--- config.mk ---
export PLATFORM = sky130hd
export DESIGN_NAME = zero_sequence_counter
export DESIGN_NICKNAME = d
export VERILOG_FILES = /design/src/rtl/zero_seq_pkg.sv /design/src/rtl/sat_up_counter.sv /design/src/rtl/zero_sequence_counter.sv
export SDC_FILE = /design/constraint.sdc
export NUM_CORES = 1
export LEC_CHECK = 0
export BUFFER_PORTS_ARGS = -buffer_cell sky130_fd_sc_hd__buf_2
export CORE_AREA = 4 4 41 43
export CTS_BUF_LIST = sky130_fd_sc_hd__clkbuf_4
export DETAILED_ROUTE_END_ITERATION = 12
export DIE_AREA = 0 0 45 47
export PLACE_DENSITY = 0.44
export REMOVE_ABC_BUFFERS = 1
export SYNTH_ARGS = -nofsm -noshare
export SYNTH_HDL_FRONTEND = slang
export SYNTH_HIERARCHICAL = 1
export SYNTH_SLANG_ARGS = --single-unit
--- constraint.sdc ---
create_clock -name clk -period 1.34 [get_ports clk]
set_input_delay 0.067 -clock clk [delete_from_list [all_inputs] [get_ports clk]]
set_output_delay 0.067 -clock clk [all_outputs]
set_load 0.005 [all_outputs]
--- src/rtl/zero_seq_pkg.sv ---
// Shared widths and types for the serial zero-run detector.
package zero_seq_pkg;

  localparam int CNT_W = 4;

  typedef logic [CNT_W-1:0] run_len_t;

  localparam run_len_t CNT_MAX = run_len_t'((1 << CNT_W) - 1);

endpackage : zero_seq_pkg

--- src/rtl/sat_up_counter.sv ---
// Up counter with synchronous clear and saturation at a configurable ceiling.
module sat_up_counter #(
  parameter int            W   = 4,
  parameter logic [W-1:0]  MAX = '1
) (
  input  logic         clk,
  input  logic         clear,
  input  logic         inc,
  output logic [W-1:0] count
);

  localparam logic [W-1:0] ONE = W'(1);

  logic [W-1:0] countReg;

  // Clear wins; otherwise step up until the ceiling is reached, then hold.
  always_ff @(posedge clk) begin
    if (clear) begin
      countReg <= '0;
    end else if (inc && (countReg != MAX)) begin
      countReg <= countReg + ONE;
    end else begin
      countReg <= countReg;
    end
  end

  assign count = countReg;

endmodule : sat_up_counter

--- src/rtl/zero_sequence_counter.sv ---
// Serial zero-run detector: out is the saturating length of the current run
// of 0 samples on ENABLE, cleared by any 1 sample or by NOT_RESET.
module zero_sequence_counter
  import zero_seq_pkg::*;
(
  input  logic     clk,
  input  logic     NOT_RESET,
  input  logic     ENABLE,
  output run_len_t out
);

  generate
    if (CNT_W < 1) begin : gBadWidth
      $error("zero_sequence_counter: CNT_W must be at least 1");
    end
  endgenerate

  logic clearCnt;
  logic incCnt;

  // NOT_RESET is an active-high reset despite its legacy name.
  assign clearCnt = NOT_RESET | ENABLE;
  assign incCnt   = ~ENABLE;

  sat_up_counter #(
    .W   (CNT_W),
    .MAX (CNT_MAX)
  ) uCounter (
    .clk   (clk),
    .clear (clearCnt),
    .inc   (incCnt),
    .count (out)
  );

  aOutBounded : assert property (@(posedge clk)
    !$isunknown(out) |-> (out <= CNT_MAX));

  aStepAtMostOne : assert property (@(posedge clk)
    (!$isunknown($past(out)) && !$isunknown(out))
      |-> ({1'b0, out} <= ({1'b0, $past(out)} + {{CNT_W{1'b0}}, 1'b1})));

  aOneClears : assert property (@(posedge clk)
    (ENABLE === 1'b1) |=> (out == '0));

endmodule : zero_sequence_counter

==> results of run 1 <==
==> critical path: cells and delay by family, from the launching register on <==
kind                       cells  cell delay (ns)
and+or+nand+nor                2             0.34
DFF                            1             0.30
muxes                          1             0.30
adders and majority gates      1             0.22
==> cells in the final DEF (no fill, tap or decap), drive strengths merged <==
cell type	count
and3	1
dfxtp	4
o21ai	1
nand4	1
mux2	1
clkbuf	3
ha	1
nor3	1
nand2b	2
nor2	1
a21oi	2
inv	1
and4b	1
or2	2
nor2b	2
buf	8
mux2i	1
==> logic make-up after synthesis <==
logic type / Yosys count / synth area share (%)
AO/OA/AOI/OAI: 3 / 6.86
buffers and inverters: 1 / 1.71
AND/OR/NAND/NOR: 11 / 37.7
flip-flops: 4 / 36.6
adder cells (fa/ha/maj): 1 / 5.71
multiplexers: 2 / 11.4
==> final timing paths <==
kind | to | startpoint | cells past startpoint | slack [ns]
worst max register to register | uCounter/count[0]$_SDFFE_PP0P_ | uCounter/count[0]$_SDFFE_PP0P_ | 4 | 0.06
worst min register to register | uCounter/count[3]$_SDFFE_PP0P_ | uCounter/count[3]$_SDFFE_PP0P_ | 2 | 0.56
worst min-delay path | uCounter/count[2]$_SDFFE_PP0P_ | ENABLE | 4 | 0.22
worst max-delay path | uCounter/count[0]$_SDFFE_PP0P_ | uCounter/count[0]$_SDFFE_PP0P_ | 4 | 0.06
==> layout make-up <==
class	count	area, um^2	area share [%]
clock buffer	3	22.5	7.38
tap	15	18.8	6.15
sequential	4	80.1	26.2
inverter	1	3.75	1.23
multi-input combinational	17	135	44.3
timing repair buffer	8	45.0	14.8
==> metrics by stage <==
stage	setup slack, ns	cell area (um^2)	hold WS, ns
CTS	0.0566	305	0.214
finish	0.0588	305	0.222
global route	0.0297	305	0.257
floorplan	0.0748	219	0.309
detailed placement	0.0613	283	0.460
global placement	0.0769	283	0.435
==> routing by layer <==
metal,share of wire (%),vias to the layer above
li1,-,102
met1,41,90
met2,47,9
met3,12,0
met4,0,0
met5,0,-
==> power breakdown <==
group / switching (mW) / internal [mW] / total [mW] / leakage [nW]
registers: 0.00103 / 0.122 / 0.123 / 0.0324
logic: 0.0110 / 0.0145 / 0.0255 / 0.100
clock network: 0.0486 / 0.100 / 0.149 / 0.0138
==> impl_metrics.tcl, run 1 <==
set metrics [dict create \
    finalSetupViolCount 0 \
    synthArstFlopShare_pct 0 \
    power_uw 297 \
    hp-class "in2reg" \
    nets 39 \
    slowest_delay_ns 0.30 \
    yosysMostFrequentCell "dfxtp_1" \
    busiest_layer "met2" \
    areaGrowthSynthToFinish_pct 39.4 \
    path_max_fanout 3 \
    ys_seq_area_share_pct 36.6 \
    syn-cell-area_um2 219 \
    via_per_inst 4.19 \
    io_pins 7 \
    die_area_mm2 0.00212 \
    grt_pass1_wl_um 828 \
    start_util_pct 16.8 \
    min_period_ns 1.28 \
    syn_avg_cell_area_um2 9.95 \
    ant_nets 0 \
    pwr_density_cell_mw_per_mm2 973 \
    critPathRequiredTime_ns 1.46 \
    die_w_um 45 \
    htreeDepth 1 \
    gr-usage-met3_pct 7.28 \
    rsz0062_at_grt "false" \
    grt_pass1_vias 207 \
    cts_setup_buffers 0 \
    fin_crit_sh_pct 95.6 \
    antenna_found_initial 0 \
    startpoint_type "flip-flop" \
    track_usage_pct 6.17 \
    clk_pin_slew_worst_paths_ns 0.04 \
    cp-end-kind "flip-flop" \
    overflow 0 \
    slew_viol_final 0 \
    grtUsageMet1_pct 5.24 \
    placed_cells 45 \
    hold_viol 0 \
    synth_top_area_share_pct 36.6 \
    largest_reg_flops 4 \
    gp_congestion 0.710 \
    fin_tns_setup_ns 0 \
    synth_top_cell_by_area "dfxtp_1" \
    insertedDiodeCount 0 \
    synth-edff-count 0 \
    drt-initial-drc-count 0 \
    io_buffers 6 \
    slew_headroom_pct 86.6 \
    routed_wl_um 488 \
    num_vias 201 \
    yosysWarnings 6 \
    outcome "complete, no violations" \
    clockBufferDepth 2 \
    synth_seq_cells 4 \
    grt_use_met2_pct 9.32 \
    cts_tree "built" \
    p_leak_nw 0.147 \
    ctsResizeCount 0 \
    first_pass_iters 1 \
    cts_sinks 4 \
    finalClockSkew_ns 0.00383 \
    grt_max_degree 7 \
    core_mm2 0.00130 \
    drive_gt1_share_pct 45.5 \
    cp_slowest_cell "dfxtp_1" \
    ir_drop_uv 429 \
    fin_cells 48 \
    ys_top_cells_by_count "dfxtp_1, a21oi_1, nand2b_1" \
    ys_types 17 \
    synth_ff_type "dfxtp_1" \
    tightest_slew_ns 0.200 \
    cap_violations 0 \
    avgRoutedWirePerCell_um 10.2 \
    root_buffer "clkbuf_4" \
    fillCellCount 151 \
    clock_latency_ns 0.23 \
    final_util_pct 23.5 \
    die_h_um 47 \
    drc 0 \
    arrival_ns 1.40 \
    numCtsBuffers 3 \
    fmax_ghz 0.780 \
    synthTopCellsByArea "dfxtp_1, mux2_4, nor2b_4" \
    critical_path_class "reg2reg" \
    path_cells "ha_1, and3_4, nor2b_4, mux2_4" \
    cts_hold_buffers 0 \
    synth_cells 22 \
    rows 13 \
]
Power figures use the tool's default switching activity.
==> run 2, diff against run 1 <==
--- a/config.mk
+++ b/config.mk
@@ -5,12 +5,13 @@
 export SDC_FILE = /design/constraint.sdc
 export NUM_CORES = 1
 export LEC_CHECK = 0
+export ABC_AREA = 1
 export BUFFER_PORTS_ARGS = -buffer_cell sky130_fd_sc_hd__buf_2
 export CORE_AREA = 4 4 41 43
 export CTS_BUF_LIST = sky130_fd_sc_hd__clkbuf_4
 export DETAILED_ROUTE_END_ITERATION = 12
 export DIE_AREA = 0 0 45 47
-export PLACE_DENSITY = 0.44
+export PLACE_DENSITY = 0.43
 export REMOVE_ABC_BUFFERS = 1
 export SYNTH_ARGS = -nofsm -noshare
 export SYNTH_HDL_FRONTEND = slang
==> impl_metrics.tcl, run 2 <==
set metrics [dict create \
    drt-initial-drc-count 1 \
    routedLengthMet1_um 252 \
    synth_cells 32 \
    yosysWarnings 6 \
    die_w_um 45 \
    tightest_slew_ns 0.214 \
    synth-edff-count 0 \
    outcome "complete, no violations" \
    track_usage_pct 5.78 \
    first_pass_iters 2 \
    gp_congestion 0.674 \
    critPathTopFamily "flip-flops" \
    io_pins 7 \
    syn-cell-area_um2 215 \
    finalSetupViolCount 0 \
    cts_setup_buffers 0 \
    hold_viol 0 \
    fin_tns_setup_ns 0 \
    yosysMostFrequentCell "nor2_1" \
    die_area_mm2 0.00212 \
    critPathRequiredTime_ns 1.46 \
    start_util_pct 16.5 \
    wl_met3_um 63 \
    worst-path-buf-inv 1 \
    pwr_density_cell_mw_per_mm2 1020 \
    nets 48 \
    fmax_ghz 0.898 \
    grt_max_degree 7 \
    grt_pass1_vias 191 \
    root_buffer "clkbuf_4" \
    startpoint_type "flip-flop" \
    ctsResizeCount 0 \
    p_leak_nw 0.141 \
    avgRoutedWirePerCell_um 9.04 \
    syn_avg_cell_area_um2 6.73 \
    reg2reg_depth 6 \
    routed_wl_um 515 \
    via_per_inst 3.88 \
    antenna_found_initial 0 \
    rows 13 \
    overflow 0 \
    layout_common_cells "nor2_1, buf_2, nand2_1, dfxtp_1" \
    insertedDiodeCount 0 \
    ys_types 13 \
    hpwlAfterDp_um 384 \
    grt_pass1_wl_um 752 \
    hp-class "in2reg" \
    cp-end-kind "flip-flop" \
    drc 0 \
    ant_nets 0 \
    cp_num_cells 6 \
    top_layer "met3" \
    path_common_cell "nor2_1" \
    path_cells "ha_1, nand3_2, nand2_2, inv_2, nor2_1, nor2_1" \
    io_buffers 6 \
    ys_seq_area_share_pct 37.2 \
    cts_tree "built" \
    slew_headroom_pct 85.7 \
    holdPathStages 4 \
    path_max_fanout 5 \
    arrival_ns 1.24 \
    mostFrequentLayoutCell "nor2_1" \
    fin_crit_sh_pct 83.1 \
    min_period_ns 1.11 \
    slew_viol_final 0 \
    synth_ff_type "dfxtp_1" \
    synthTopCellsByArea "dfxtp_1, nor2_1, nand2_2" \
    cts_hold_buffers 0 \
    drive_gt1_share_pct 38.1 \
    synth_top_cell_by_area "dfxtp_1" \
    clockBufferDepth 2 \
    cap_violations 0 \
    ys_top_cells_by_count "nor2_1, dfxtp_1, nand2_1" \
    slowest_delay_ns 0.39 \
    cp_slowest_cell "dfxtp_1" \
    power_uw 301 \
    clock_latency_ns 0.23 \
    ir_drop_uv 488 \
    synth_top_area_share_pct 37.2 \
    numCtsBuffers 3 \
    cts_sinks 4 \
    critical_path_class "reg2reg" \
    clk_pin_slew_worst_paths_ns 0.04 \
    htreeDepth 1 \
    route.met2.wl_um 198 \
    die_h_um 47 \
    areaGrowthSynthToFinish_pct 36.6 \
    num_vias 221 \
    core_mm2 0.00130 \
    synthArstFlopShare_pct 0 \
    largest_reg_flops 4 \
    rsz0062_at_grt "false" \
    synth_seq_cells 4 \
    finalClockSkew_ns 0.000564 \
]
-- run 2: kinds of logic after synthesis --
kind of cell | count (synthesis) | share of synthesized area, %
adders and majority gates | 1 | 5.81
and+or+nand+nor | 20 | 43.6
buffers and inverters | 5 | 8.72
AOI/OAI and AO/OA | 2 | 4.65
DFF | 4 | 37.2
-- run 2: worst paths after layout --
check | from | endpoint | slack, ns
worst max-delay path | uCounter/count[1]$_SDFFE_PP0P_ | uCounter/count[1]$_SDFFE_PP0P_ | 0.23
worst min-delay path | NOT_RESET | uCounter/count[2]$_SDFFE_PP0P_ | 0.1
worst max register to register | uCounter/count[1]$_SDFFE_PP0P_ | uCounter/count[1]$_SDFFE_PP0P_ | 0.23
worst min register to register | uCounter/count[3]$_SDFFE_PP0P_ | uCounter/count[3]$_SDFFE_PP0P_ | 0.53
-- run 2: layout make-up --
cell class,count,area (um^2)
flip-flops and latches,4,80.1
repair buffers,7,37.5
fillers,162,1010
multi-input cells,23,116
well taps,15,18.8
clock buffers,3,22.5
inverters,5,18.8
-- run 2: worst min-delay path, cell delays in order --
cell	delay, ns
buf_2	0.07
inv_1	0.04
nand2_2	0.06
nor3_1	0.04
-- run 2: metrics by stage --
stage | cell area (um^2) | cells | worst slack [ns] | hold WS, ns | utilization, %
6_report | 294 | 57 | 0.226 | 0.0972 | 22.6
5_1_grt | 294 | 57 | 0.133 | 0.0986 | 22.6
4_1_cts | 294 | 57 | 0.205 | 0.0902 | 22.6
3_5_place_dp | 272 | 54 | 0.223 | 0.338 | 20.9
3_3_place_gp | 272 | 54 | 0.261 | 0.337 | 20.9
2_1_floorplan | 215 | 32 | 0.273 | 0.240 | -
-- run 2: power by group --
part           leakage, nW  internal, mW  switching, mW  total, mW
Combinational       0.0951        0.0115         0.0163     0.0278
Sequential          0.0325         0.122        0.00240      0.125
Clock               0.0138         0.100         0.0484      0.148
-- run 2: metal layers --
metal | GRT usage (%) | up-vias
li1 | - | 120
met1 | 5.48 | 93
met2 | 7.63 | 8
met3 | 7.28 | 0
met4 | 1.75 | 0
met5 | 0 | -
==> run 3, diff against run 2 <==
--- a/config.mk
+++ b/config.mk
@@ -5,13 +5,13 @@
 export SDC_FILE = /design/constraint.sdc
 export NUM_CORES = 1
 export LEC_CHECK = 0
-export ABC_AREA = 1
+export ABC_AREA = 0
 export BUFFER_PORTS_ARGS = -buffer_cell sky130_fd_sc_hd__buf_2
 export CORE_AREA = 4 4 41 43
 export CTS_BUF_LIST = sky130_fd_sc_hd__clkbuf_4
 export DETAILED_ROUTE_END_ITERATION = 12
 export DIE_AREA = 0 0 45 47
-export PLACE_DENSITY = 0.43
+export PLACE_DENSITY = 0.44
 export REMOVE_ABC_BUFFERS = 1
 export SYNTH_ARGS = -nofsm -noshare
 export SYNTH_HDL_FRONTEND = slang
==> constraint.sdc (replaced) <==
create_clock -name clk -period 1.1 [get_ports clk]
set_input_delay 0.055 -clock clk [delete_from_list [all_inputs] [get_ports clk]]
set_output_delay 0.055 -clock clk [all_outputs]
set_load 0.005 [all_outputs]
==> impl_metrics.tcl, run 3 (same netlist as run 1, synthesis figures left out) <==
set metrics [dict create \
    slew_viol_final 0 \
    die_h_um 47 \
    io_buffers 6 \
    start_util_pct 16.8 \
    first_pass_iters 2 \
    rows 13 \
    hpwlAfterDp_um 378 \
    die_w_um 45 \
    ant_nets 0 \
    hold_viol 0 \
    root_buffer "clkbuf_4" \
    nets 43 \
    ir_drop_uv 357 \
    avgRoutedWirePerCell_um 10.5 \
    drc 0 \
    cts_sinks 4 \
    dp_slack_ns -0.177 \
    antenna_found_initial 0 \
    gp_congestion 0.673 \
    grt_pass1_wl_um 828 \
    rsz0062_at_grt "true" \
    tightest_slew_ns 0.205 \
    clock_latency_ns 0.23 \
    violations "setup timing" \
    clockBufferDepth 2 \
    cts_tree "built" \
    fmax_ghz 0.821 \
    layout_common_cells "buf_2, buf_4, clkbuf_4" \
    die_area_mm2 0.00212 \
    path_max_fanout 2 \
    overflow 0 \
    routed_wl_um 544 \
    htreeDepth 1 \
    finalClockSkew_ns 0.00173 \
    slew_headroom_pct 86.3 \
    pwr-share-clk_pct 49.2 \
    cts_hold_buffers 0 \
    core_mm2 0.00130 \
    cp-end-kind "flip-flop" \
    grt_pass1_vias 215 \
    pwr_density_cell_mw_per_mm2 1040 \
    largest_reg_flops 4 \
    hp-class "in2reg" \
    startpoint_type "flip-flop" \
    critPathRequiredTime_ns 1.21 \
    clk_pin_slew_worst_paths_ns 0.04 \
    insertedDiodeCount 0 \
    finalSetupViolCount 3 \
    swShare_pct 21.0 \
    cap_violations 0 \
    design_area_um2 355 \
    arrival_ns 1.33 \
    grt_max_degree 7 \
    placed_area_um2 290 \
    placed_cells 46 \
    drt-initial-drc-count 1 \
    min_period_ns 1.22 \
    p_leak_nw 0.167 \
    drive_gt1_share_pct 62.2 \
    critical_path_class "reg2reg" \
    outcome "finished with violations" \
    via_per_inst 4.15 \
    comb_power_share_pct 9.7 \
    track_usage_pct 5.77 \
    areaGrowthSynthToFinish_pct 62.3 \
    fin_crit_sh_pct 111 \
    p_seq_share_pct 41.1 \
    fin_cells 52 \
    numCtsBuffers 3 \
    p_int_uw 292 \
    num_vias 216 \
    power.switching_uw 77.5 \
    worst_slack_ns -0.117 \
    io_pins 7 \
]
[run 3: cell count changes in the layout (fill, tap and decap cells not counted), moves of 2 or more]
cell      delta
dfxtp_2      +2
buf_4        +5
nand2b_1     +2
nor2_1       -8
nand2_1      -4
dfxtp_1      -2
inv_1        -2
inv_2        -2
nand2_2      -3
[run 3: worst max-delay path: stages (launching register included)]
cell	delay [ns]
dfxtp_2	0.33
ha_4	0.16
and3_4	0.18
nor2b_4	0.13
mux2_4	0.30
[run 3: final cells by class]
| type | instances | area [um^2] |
|---|---|---|
| Clock buffer | 3 | 22.5 |
| Fill cell | 150 | 946 |
| Inverter | 1 | 3.75 |
| Multi-Input combinational cell | 17 | 153 |
| Sequential cell | 4 | 82.6 |
| Tap cell | 15 | 18.8 |
| Timing Repair Buffer | 12 | 75.1 |
[run 3: path summary, 6_finish.rpt]
path | slack (ns) | start | to | depth (start not counted)
hold reg to reg | 0.52 | uCounter/count[3]$_SDFFE_PP0P_ | uCounter/count[3]$_SDFFE_PP0P_ | 2
setup reg to reg | -0.12 | uCounter/count[0]$_SDFFE_PP0P_ | uCounter/count[0]$_SDFFE_PP0P_ | 4
setup / recovery | -0.12 | uCounter/count[0]$_SDFFE_PP0P_ | uCounter/count[0]$_SDFFE_PP0P_ | 4
hold / removal | 0.21 | NOT_RESET | uCounter/count[3]$_SDFFE_PP0P_ | 3
[run 3: timing repair]
item,4_1_cts,5_1_grt
resized for setup,2,3
buffers inserted,2,1
pin swaps,1,1
endpoints found under the setup margin,2,2
[run 3: power groups by stage]
stage / registers, mW / clock network [mW] / logic, mW
2_1_floorplan: 0.153 / 0 / 0.0169
3_3_place_gp: 0.152 / 0 / 0.0307
3_5_place_dp: 0.152 / 0 / 0.0313
4_1_cts: 0.150 / 0.195 / 0.0343
5_1_grt: 0.152 / 0.210 / 0.0406
6_report: 0.152 / 0.182 / 0.0357
[run 3: stage by stage]
step | util, % | TNS (ns) | power, mW | hold WS [ns]
CTS | 25.5 | -0.172 | 0.379 | 0.189
global placement | 22.3 | -0.154 | 0.183 | 0.429
detailed placement | 22.3 | -0.187 | 0.183 | 0.441
floorplan | - | -0.165 | 0.170 | 0.297
global route | 27.3 | -0.312 | 0.403 | 0.227
finish | 27.3 | -0.174 | 0.370 | 0.206
[run 3: routing by layer]
layer,part of all wire [%],GRT usage [%]
met5,0,0
met4,0,5.26
met3,6.8,2.68
met2,49,8.76
met1,44,5.92
